File: src/rtl/writeback_stage.sv
// writeback_stage: registered write-back mux with bounded wait for late load data and a commit counter.
// Define WB_FWD_EN to drive the fwd_* bypass outputs from the registered write port; otherwise they are tied to 0.
module writeback_stage #(
    parameter int DataSize  = 32,
    parameter int AddrSize  = 5,
    parameter int DmTimeout = 15,
    parameter int CntSize   = 16
) (
    input  logic                clk,
    input  logic                rst,
    input  logic                in_valid,
    output logic                in_ready,
    input  logic                wb_en,
    input  logic [1:0]          wb_select,
    input  logic [AddrSize-1:0] wb_addr,
    input  logic [DataSize-1:0] alu_result,
    input  logic [DataSize-1:0] DMout,
    input  logic [DataSize-1:0] regData,
    input  logic [DataSize-1:0] pc_plus4,
    input  logic                dm_valid,
    output logic                rf_we,
    output logic [AddrSize-1:0] rf_waddr,
    output logic [DataSize-1:0] rf_wdata,
    output logic                dm_timeout,
    output logic [CntSize-1:0]  wb_count,
    output logic                fwd_valid,
    output logic [AddrSize-1:0] fwd_addr,
    output logic [DataSize-1:0] fwd_data
);
    localparam logic [0:0] IDLE    = 1'b0;
    localparam logic [0:0] WAIT_DM = 1'b1;
    localparam int CW = $clog2(DmTimeout + 1);

    logic [0:0]          state;
    logic [CW-1:0]       wait_cnt;
    logic [DataSize-1:0] sel_data;
    logic                accept, go_wait, dm_done, dm_to, do_write;

    assign in_ready = (state == IDLE);

    // Source mux and the per-edge decisions: accept, start waiting, load arrival, give up.
    always_comb begin
        sel_data = wb_select == 2'b00 ? alu_result :
                   wb_select == 2'b01 ? DMout :
                   wb_select == 2'b10 ? regData : pc_plus4;
        accept   = in_valid && in_ready;
        go_wait  = accept && wb_en && wb_select == 2'b01 && !dm_valid;
        dm_done  = state == WAIT_DM && dm_valid;
        dm_to    = state == WAIT_DM && !dm_valid && wait_cnt == CW'(DmTimeout - 1);
        do_write = (accept && wb_en && !go_wait) || dm_done;
    end

    // Write port, FSM and counters; rf_waddr doubles as the pending-load address while waiting.
    always_ff @(posedge clk) begin
        if (rst) begin
            state      <= IDLE;
            wait_cnt   <= '0;
            rf_we      <= 1'b0;
            rf_waddr   <= '0;
            rf_wdata   <= '0;
            dm_timeout <= 1'b0;
            wb_count   <= '0;
        end else begin
            rf_we      <= do_write;
            dm_timeout <= dm_to;
            wb_count   <= wb_count + CntSize'(do_write);
            if (do_write) rf_wdata <= dm_done ? DMout : sel_data;
            if (accept && wb_en) rf_waddr <= wb_addr;
            if (go_wait) state <= WAIT_DM;
            else if (dm_done || dm_to) state <= IDLE;
            if (go_wait) wait_cnt <= '0;
            else if (state == WAIT_DM && !dm_valid) wait_cnt <= wait_cnt + CW'(1);
        end
    end

`ifdef WB_FWD_EN
    assign fwd_valid = rf_we;
    assign fwd_addr  = rf_waddr;
    assign fwd_data  = rf_wdata;
`else
    assign fwd_valid = 1'b0;
    assign fwd_addr  = '0;
    assign fwd_data  = '0;
`endif
endmodule

File: config.mk
export PLATFORM = sky130hd
export DESIGN_NAME = writeback_stage
export DESIGN_NICKNAME = d
export VERILOG_FILES = /design/src/rtl/writeback_stage.sv
export SDC_FILE = /design/constraint.sdc
export NUM_CORES = 1
export LEC_CHECK = 0
export ABC_AREA = 1
export BUFFER_PORTS_ARGS = -buffer_cell sky130_fd_sc_hd__buf_2
export CAP_MARGIN = 20
export CORE_AREA = 2 2 102 104
export CTS_CLUSTER_SIZE = 12
export DETAILED_ROUTE_END_ITERATION = 10
export DIE_AREA = 0 0 104 106
export PLACE_DENSITY = 0.85
export SLEW_MARGIN = 40
export SYNTH_ARGS = -nofsm -noshare
export SYNTH_HDL_FRONTEND = slang
export SYNTH_SLANG_ARGS = --single-unit
File: constraint.sdc
create_clock -name clk -period 2 [get_ports clk]
set_input_delay 0.1 -clock clk [delete_from_list [all_inputs] [get_ports clk]]
set_output_delay 0.1 -clock clk [all_outputs]
set_load 0.03 [all_outputs]
# ---- Word level (Yosys, flattened, before mapping)
# Index checks and enable logic that the tools add are counted.
dict set report totals {
  ff_bits 60
  in_bits 140
  output_inout_bits 94
  wordCells 34
}
dict set report op_classes {
  n_addsub 2
  muxes 6
  n_eq_ne 3
  bitwise 1
  reduce_logical 15
}
# operator n
set ops {}
lappend ops {{32-bit two-way mux} 4}
lappend ops {{16-bit by 1-bit adder with 16-bit output} 1}
lappend ops {{1-bit logical AND} 8}
lappend ops {{4-bit by 1-bit adder with 4-bit output (second input constant)} 1}
lappend ops {{4-bit equality test (second input constant)} 1}
lappend ops {{2-bit by 1-bit equality test with 1-bit output (second input constant)} 1}
lappend ops {{2-bit equality test (second input constant)} 1}
lappend ops {{1-bit zero test} 2}
lappend ops {{2-bit zero test} 1}
lappend ops {{1-bit logical OR} 2}
lappend ops {{1-bit two-way mux} 2}
lappend ops {{2-bit nonzero test} 1}
lappend ops {{2-bit OR reduction} 1}
lappend ops {{1-bit NOT} 1}

# ---- Depth between registers and ports, before layout
# Gate-level depths: netlist (run 1).
dict set report depth {
  depth_word 9
  mapped_depth 15
}

# ---- Least setup slack after synthesis (run 1)
# No wires, ideal clock.
dict set report synth_path {
  path_kind {reg2reg}
  start {register state}
  end {register wb_count[10]}
  path_slack_ns -0.158
  arrival_time_ns 2.039
  t_required_ns 1.881
  period_less_slack_ns 2.158
  setup_ns 0.119
  path_stages_with_launch 15
  n_path_buf 2
  path_cell_list {dfxtp_1 inv_2 nand3_1 nand2_1 nand2_2 inv_2 buf_6 buf_6 ha_1 ha_1 nand2_1 nor2_1 nand2_1 o21ai_0 a21oi_1}
}
dict set report synth_between {
  elab_chain_len 9
  word_cells_on_any_way 10
  cone_classes {1 x add/sub; 1 x bitwise; 8 x reduce/logical}
}
# element line
set synth_rtl {}
lappend synth_rtl {{start: declaration} 34} ;# logic [0:0] state;
lappend synth_rtl {{start signal: assignment} 56} ;# state <= IDLE;
lappend synth_rtl {{start signal: assignment} 69} ;# if (go_wait) state <= WAIT_DM;
lappend synth_rtl {{start signal: assignment} 70} ;# else if (dm_done || dm_to) state <= IDLE;
lappend synth_rtl {{1-bit NOT (*)} 39} ;# assign in_ready = (state == IDLE);
lappend synth_rtl {{named net in_ready} 12} ;# output logic in_ready,
lappend synth_rtl {{1-bit logical AND (*)} 46} ;# accept = in_valid && in_ready;
lappend synth_rtl {{1-bit logical AND (*)} {47, 50}}
lappend synth_rtl {{1-bit logical AND (2 in series)} 47} ;# go_wait = accept && wb_en && wb_select == 2'b01 && !dm_valid;
lappend synth_rtl {{1-bit zero test} 50} ;# do_write = (accept && wb_en && !go_wait) || dm_done;
lappend synth_rtl {{1-bit logical AND (*)} 50}
lappend synth_rtl {{1-bit logical OR (*)} 50}
lappend synth_rtl {{named net do_write} 37} ;# logic accept, go_wait, dm_done, dm_to, do_write;
lappend synth_rtl {{16-bit by 1-bit adder with 16-bit output (*)} 66} ;# wb_count <= wb_count + CntSize'(do_write);
lappend synth_rtl {{end signal: assignment} 66}
lappend synth_rtl {{end: declaration} 25} ;# output logic [CntSize-1:0] wb_count,
# Mark *: on every way through the listed nets, which the timed path passes. The rest lies on a longest branch.
# A chain may end at the register's enable or synchronous reset.

# ---- Worst setup path after layout (run 1)
dict set report layout_path {
  start {register state}
  end {register wb_count[10]}
}
dict set report layout_between {
  elab_chain_len 9
  word_cells_on_any_way 10
  cone_classes {1 x add/sub; 1 x bitwise; 8 x reduce/logical}
}
# element line
set layout_rtl {}
lappend layout_rtl {{1-bit NOT} 39}
lappend layout_rtl {{1-bit logical AND} 46}
lappend layout_rtl {{1-bit logical AND} {47, 50}}
lappend layout_rtl {{1-bit logical AND (2 in series)} 47}
lappend layout_rtl {{1-bit zero test} 50}
lappend layout_rtl {{1-bit logical AND} 50}
lappend layout_rtl {{1-bit logical OR (*)} 50}
lappend layout_rtl {{16-bit by 1-bit adder with 16-bit output (*)} 66}
# Every way passes the cells marked *; elsewhere a longest branch is shown, timed or not.

==> run_results.csv, run 1 <==
group,metric,value,unit
outcome,status,"complete, no violations",
timing,max_freq,566,MHz
critical_path,ff2ff_path_depth,12,
logic_synthesis,ys_ff_latch,60,
place,place_hpwl,9190,µm
hold_path,hold_path.class,"in2reg",
die,num_rows,37,
critical_path,endpoint_kind,"flop",
logic_synthesis,netlist_area,3900,µm²
die,coreArea,10000,µm²
power,intPower,2.08,mW
timing,relSlewSlack,63.7,%
power,seq_power_share,40.4,%
grt,grt_use_total,21.9,%
grt,antenna_found_initial,0,
timing,fin_crit_sh,88.3,%
die,start_util,39.0,%
critical_path,required,2.24,ns
layout,drive_gt1_share,30.8,%
clock_network,cts_max_level,3,
die,die_y,106,µm
logic_synthesis,synthCells,630,
power,p_total,3.15,mW
logic_synthesis,synth.avg_cell_area,6.18,µm²
logic_synthesis,synth_warnings,0,
timing,setup_viol,0,
grt,overflow,0,
timing,rsz0062_at_grt,"false",
routing,drt_pass1_iterations,4,
routing,drt-total-wl,12100,µm
hold_path,holdPathStages,3,
routing,route.detailed.drc,0,
routing,drt-initial-drc-count,238,
timing,worst_slew_pin_slew,0.543,ns
critical_path,critical_path.startpoint_type,"flop",
clock_network,cts_buffers,9,
grt,grt_pass1_wl,19500,µm
clock_network,clock_latency,0.35,ns
clock_network,clk_pin_slew_worst_paths,0.09,ns
layout,nNetsFinal,967,
grt,grt_pass1_vias,4185,
layout,layout_commonest_cell,"buf_2",
place,port-buffer-count,195,
power,p_comb_share,24.1,%
clock_network,post-cts-setup-buffers,0,
grt,grt_max_degree,36,
timing,finalCriticalPeriod,1.77,ns
logic_synthesis,synth-seq-area-share,30.8,%
logic_synthesis,synth.distinct_cells,27,
timing,tns,0,ns
die,ios,234,
die,die_area,11000,µm²
layout,layout_common_cells,"buf_2, nand2_1, nor2_1, dfxtp_1, o21ai_0",
clock_network,root_buffer,"clkbuf_8",
critical_path,worstPathMaxFanout,6,
critical_path,cp.arrival,2.01,ns
power,switchingPower,1.07,mW
power,clockPowerShare,35.5,%
layout,area_growth,30.9,%
timing,skew,0.0162,ns
critical_path,crit_start,"state$_SDFFE_PP0P_",
power,power.density,618,nW/µm²
timing,finalHoldViolations,0,
place,globalplace.congestion,0.831,
hold_path,hold_start,"wb_addr[3]",
timing,hold_ws,0.0311,ns
critical_path,crit_type,"reg2reg",
run,cap_violations,0,
timing,slew_violations,0,
routing,vias_per_cell,4.72,
clock_network,cts_sinks,60,
clock_network,clockBufferDepth,2,
routing,wl_per_cell,12.6,µm
layout,antennaDiodeCount,0,
power,leakagePower,2.76,nW
die,die_x,104,µm
power,p_sw_share,34.0,%
routing,vias,4543,
critical_path,r2r_start,"state$_SDFFE_PP0P_",
clock_network,cts_tree,"done",
routing,ant_nets,0,
power,peakVddDrop,0.000279,V
[metal layers]
metal	vias to the layer above	share of wire [%]	global-route usage (%)
met5	-	0	0
met1	2007	41	25.9
met4	0	1.2	4.34
met3	13	9.5	7.11
met2	216	48	38.8
li1	2307	-	-
[cell usage after synthesis (all sizes together)]
master    n  share of area (%)
o21ai    55                7.1
nand2   168                 16
o21a      1               0.19
inv      56                5.4
nor2    115                 12
dfxtp    60                 31
nand3    28                4.8
a21oi    39                5.0
buf      55                 10
xor2      2               0.45
conb      1              0.096
or2       5               0.80
ha        5                1.6
clkbuf   13                1.3
nand4    23                3.7
nor3      4               0.51
[state kept, by name, summed over array words and instances, names as in the netlist]
register	flops
wb_count	16
state	1
wait_cnt	4
dm_timeout	1
rf_waddr	5
rf_we	1
rf_wdata	32
[what timing repair did]
item,CTS,global route
resized for setup,0,1
hold buffers,2,0
endpoints found under the hold margin,2,0
setup endpoints to repair,0,1
[worst paths after layout]
kind                                     to  slack, ns
hold reg to reg   rf_wdata[18]$_SDFFE_PP0N_       0.45
setup / recovery    wb_count[10]$_SDFF_PP0_       0.23
setup reg to reg    wb_count[10]$_SDFF_PP0_       0.23
hold / removal     rf_waddr[3]$_SDFFE_PP0N_       0.03
[cells by family after synthesis]
logic type,Yosys count,share of synthesized area (%)
AOI/OAI and AO/OA,95,12.3
xor gates and xnor gates,2,0.450
adders and majority gates,5,1.61
other,1,0.0962
and+or+nand+nor,343,37.7
DFF,60,30.8
buffers and inverters,124,17.1
[per-stage QoR]
stage          setup WS, ns  instances  utilization, %  area (µm²)
3_3_place_gp          0.299        945            48.7        4870
6_report              0.234        963            51.0        5100
3_5_place_dp          0.204        945            48.8        4880
2_1_floorplan        0.0225        667               -        4060
5_1_grt              0.0653        963            51.0        5100
4_1_cts               0.188        963            51.0        5100
[power by group through the flow]
| stage | logic [mW] | clock network [mW] | registers, mW |
|---|---|---|---|
| floorplan | 0.439 | 0 | 1.41 |
| global placement | 0.751 | 0 | 1.30 |
| detailed placement | 0.759 | 0 | 1.30 |
| CTS | 0.764 | 1.15 | 1.27 |
| global route | 0.839 | 1.21 | 1.28 |
| finish | 0.760 | 1.12 | 1.27 |
[layout make-up]
cell class	count	area [µm²]
clock buffer	9	124
multi-input combinational	483	2190
clock inverter	7	75.1
timing repair buffer	212	1120
fill	1044	4900
tap	136	170
sequential	60	1200
inverter	56	213
[critical path, stage by stage, from the launching register on]
cell and delay, ns:
dfxtp_2 0.34, inv_4 0.05, nand3_2 0.06, nand2_1 0.07, nand2_2 0.08, inv_2 0.13
ha_1 0.16, ha_1 0.15, nand2_1 0.14, nor2_4 0.18, nand2_1 0.08, o21ai_0 0.17
a21oi_1 0.05
(Power assumes the default switching activity.)
==> inputs of run 2 (changes only) <==
--- a/config.mk
+++ b/config.mk
@@ -8,11 +8,13 @@
 export ABC_AREA = 1
 export BUFFER_PORTS_ARGS = -buffer_cell sky130_fd_sc_hd__buf_2
 export CAP_MARGIN = 20
-export CORE_AREA = 2 2 102 104
+export CELL_PAD_IN_SITES_DETAIL_PLACEMENT = 0
+export CELL_PAD_IN_SITES_GLOBAL_PLACEMENT = 1
+export CORE_AREA = 2 2 128 130
 export CTS_CLUSTER_SIZE = 12
 export DETAILED_ROUTE_END_ITERATION = 10
-export DIE_AREA = 0 0 104 106
-export PLACE_DENSITY = 0.85
+export DIE_AREA = 0 0 130 132
+export PLACE_DENSITY = 0.83
 export SLEW_MARGIN = 40
 export SYNTH_ARGS = -nofsm -noshare
 export SYNTH_HDL_FRONTEND = slang
==> run 2 against run 1 <==
Clock skew decreased by 0.011 ns. Die area increased by 56%. Final area increased by 4.2%.
==> run_results.csv, run 2 (same netlist as run 1, synthesis figures left out) <==
group,metric,value,unit
outcome,status,"complete, no violations",
clock_network,clockBufferDepth,2,
power,leakagePower,2.83,nW
grt,grt_max_degree,32,
critical_path,slowest_stage,"dfxtp_1",
routing,drt-initial-drc-count,178,
timing,finalHoldViolations,0,
timing,max_freq,564,MHz
hold_path,holdPathStages,3,
timing,rsz0062_at_grt,"false",
die,start_util,24.8,%
die,coreArea,15700,µm²
run,cap_violations,0,
place,port-buffer-count,195,
critical_path,worstPathMaxFanout,6,
timing,slew_violations,0,
routing,vias,4460,
routing,dr_wl_met2,6030,µm
grt,grt_pass1_wl,20900,µm
timing,fin_crit_sh,88.6,%
die,num_rows,46,
layout,largest_reg_flops,32,
timing,tns,0,ns
power,peakVddDrop,0.000429,V
power,power.density,683,nW/µm²
routing,drt_pass1_iterations,5,
layout,final_area,5310,µm²
routing,drt-total-wl,13500,µm
layout,layout_commonest_cell,"buf_2",
critical_path,worstPathCellList,"inv_4 > nand3_2 > nand2_1 > nand2_2 > inv_2 > ha_1 > ha_1 > nand2_2 > nor2_4 > buf_4 > nand3_1 > nand2_1 > a21oi_1",
clock_network,clk_pin_slew_worst_paths,0.06,ns
clock_network,cts_sinks,60,
grt,grt_use_total,15.5,%
clock_network,cts_hold_buf,0,
critical_path,crit_family,"simple AND/OR/NAND/NOR gates",
routing,wl_per_cell,12.9,µm
timing,setup_viol,0,
grt,grt_pass1_vias,4144,
routing,met1_length,6170,µm
place,place_area,5000,µm²
critical_path,required,2.22,ns
clock_network,cts_max_level,3,
hold_path,hold_path.class,"in2reg",
die,die_area,17200,µm²
timing,finalCriticalPeriod,1.77,ns
routing,route.detailed.drc,0,
critical_path,cp.arrival,1.99,ns
layout,layout_common_cells,"buf_2, nand2_1, nor2_1, dfxtp_1, o21ai_0",
layout,reg_top3,"rf_wdata (32), wb_count (16), rf_waddr (5)",
timing,skew,0.00497,ns
layout,area_growth,36.3,%
layout,nNetsFinal,970,
critical_path,ff2ff_path_depth,13,
clock_network,cts_tree,"done",
critical_path,endpoint_kind,"flop",
grt,antenna_found_initial,1,
routing,vias_per_cell,4.26,
place,globalplace.congestion,0.785,
die,ios,234,
clock_network,cts_buffers,9,
critical_path,path_depth,13,
clock_network,clock_latency,0.33,ns
routing,routed.top_layer,"met4",
die,die_x,130,µm
critical_path,critical_path.startpoint_type,"flop",
critical_path,cpPeakStageDelay,0.34,ns
clock_network,root_buffer,"clkbuf_16",
grt,overflow,0,
routing,wl_met3,1100,µm
layout,drive_gt1_share,31.1,%
critical_path,crit_type,"reg2reg",
die,die_y,132,µm
critical_path,path_buf_inv,3,
routing,ant_nets,0,
layout,max_flop_register,"rf_wdata",
place,place_hpwl,10300,µm
-- run 2: cell count changes in the layout (fill, tap and decap cells not counted), moves of 2 or more --
| cell | previous run | this run |
|---|---|---|
| clkbuf_1 | 0 | 2 |
| clkbuf_8 | 9 | 0 |
| dlygate4sd3_1 | 2 | 0 |
| buf_4 | 14 | 19 |
| clkbuf_16 | 0 | 9 |
-- run 2: area by class of cell --
type,count,area [µm²]
well taps,216,270
multi-input cells,483,2190
diodes,1,2.50
clock buffers,11,233
clock inverters,5,62.6
flip-flops and latches,60,1200
repair buffers,215,1140
fillers,1750,10400
inverters,56,213
-- run 2: timing repair --
item | CTS | global route
resized for setup | 0 | 2
endpoints found under the setup margin | 0 | 2
setup buffers | 0 | 2
-- run 2: per-stage QoR --
stage | setup slack, ns | utilization (%) | power, mW | instances | hold WS [ns]
final | 0.228 | 33.8 | 3.63 | 1047 | 0.0138
after global routing | 0.0160 | 33.8 | 3.83 | 1046 | 0.0245
after CTS | 0.212 | 33.7 | 3.69 | 1044 | 0.00915
after detailed placement | 0.228 | 31.8 | 2.07 | 1028 | 0.360
after global placement | 0.295 | 31.8 | 2.07 | 1028 | 0.357
after floorplan | 0.0225 | - | 1.85 | 667 | 0.263
-- run 2: metal layers --
layer	track usage, %	vias to the layer above
met5	0	-
met4	4.24	0
met3	4.14	12
met2	25.0	205
met1	20.3	1922
li1	-	2321
-- run 2: worst min-delay path: cells and delay by family --
| kind | cells | cell delay, ns |
|---|---|---|
| buffers and inverters | 1 | 0.07 |
| AND/OR/NAND/NOR | 1 | 0.07 |
| AO/OA/AOI/OAI | 1 | 0.07 |
-- run 2: final timing paths --
check | startpoint | end | slack [ns]
worst min register to register | rf_wdata[30]$_SDFFE_PP0N_ | rf_wdata[30]$_SDFFE_PP0N_ | 0.45
worst min-delay path | wb_addr[2] | rf_waddr[2]$_SDFFE_PP0N_ | 0.01
worst max register to register | state$_SDFFE_PP0P_ | wb_count[14]$_SDFF_PP0_ | 0.23
worst max-delay path | state$_SDFFE_PP0P_ | wb_count[14]$_SDFF_PP0_ | 0.23
-- run 2: power breakdown --
group / total [mW] / switching [mW] / internal [mW] / leakage, nW
sequential: 1.28 / 0.0267 / 1.25 / 0.489
combinational: 0.768 / 0.511 / 0.257 / 2.20
clock: 1.58 / 0.611 / 0.970 / 0.136
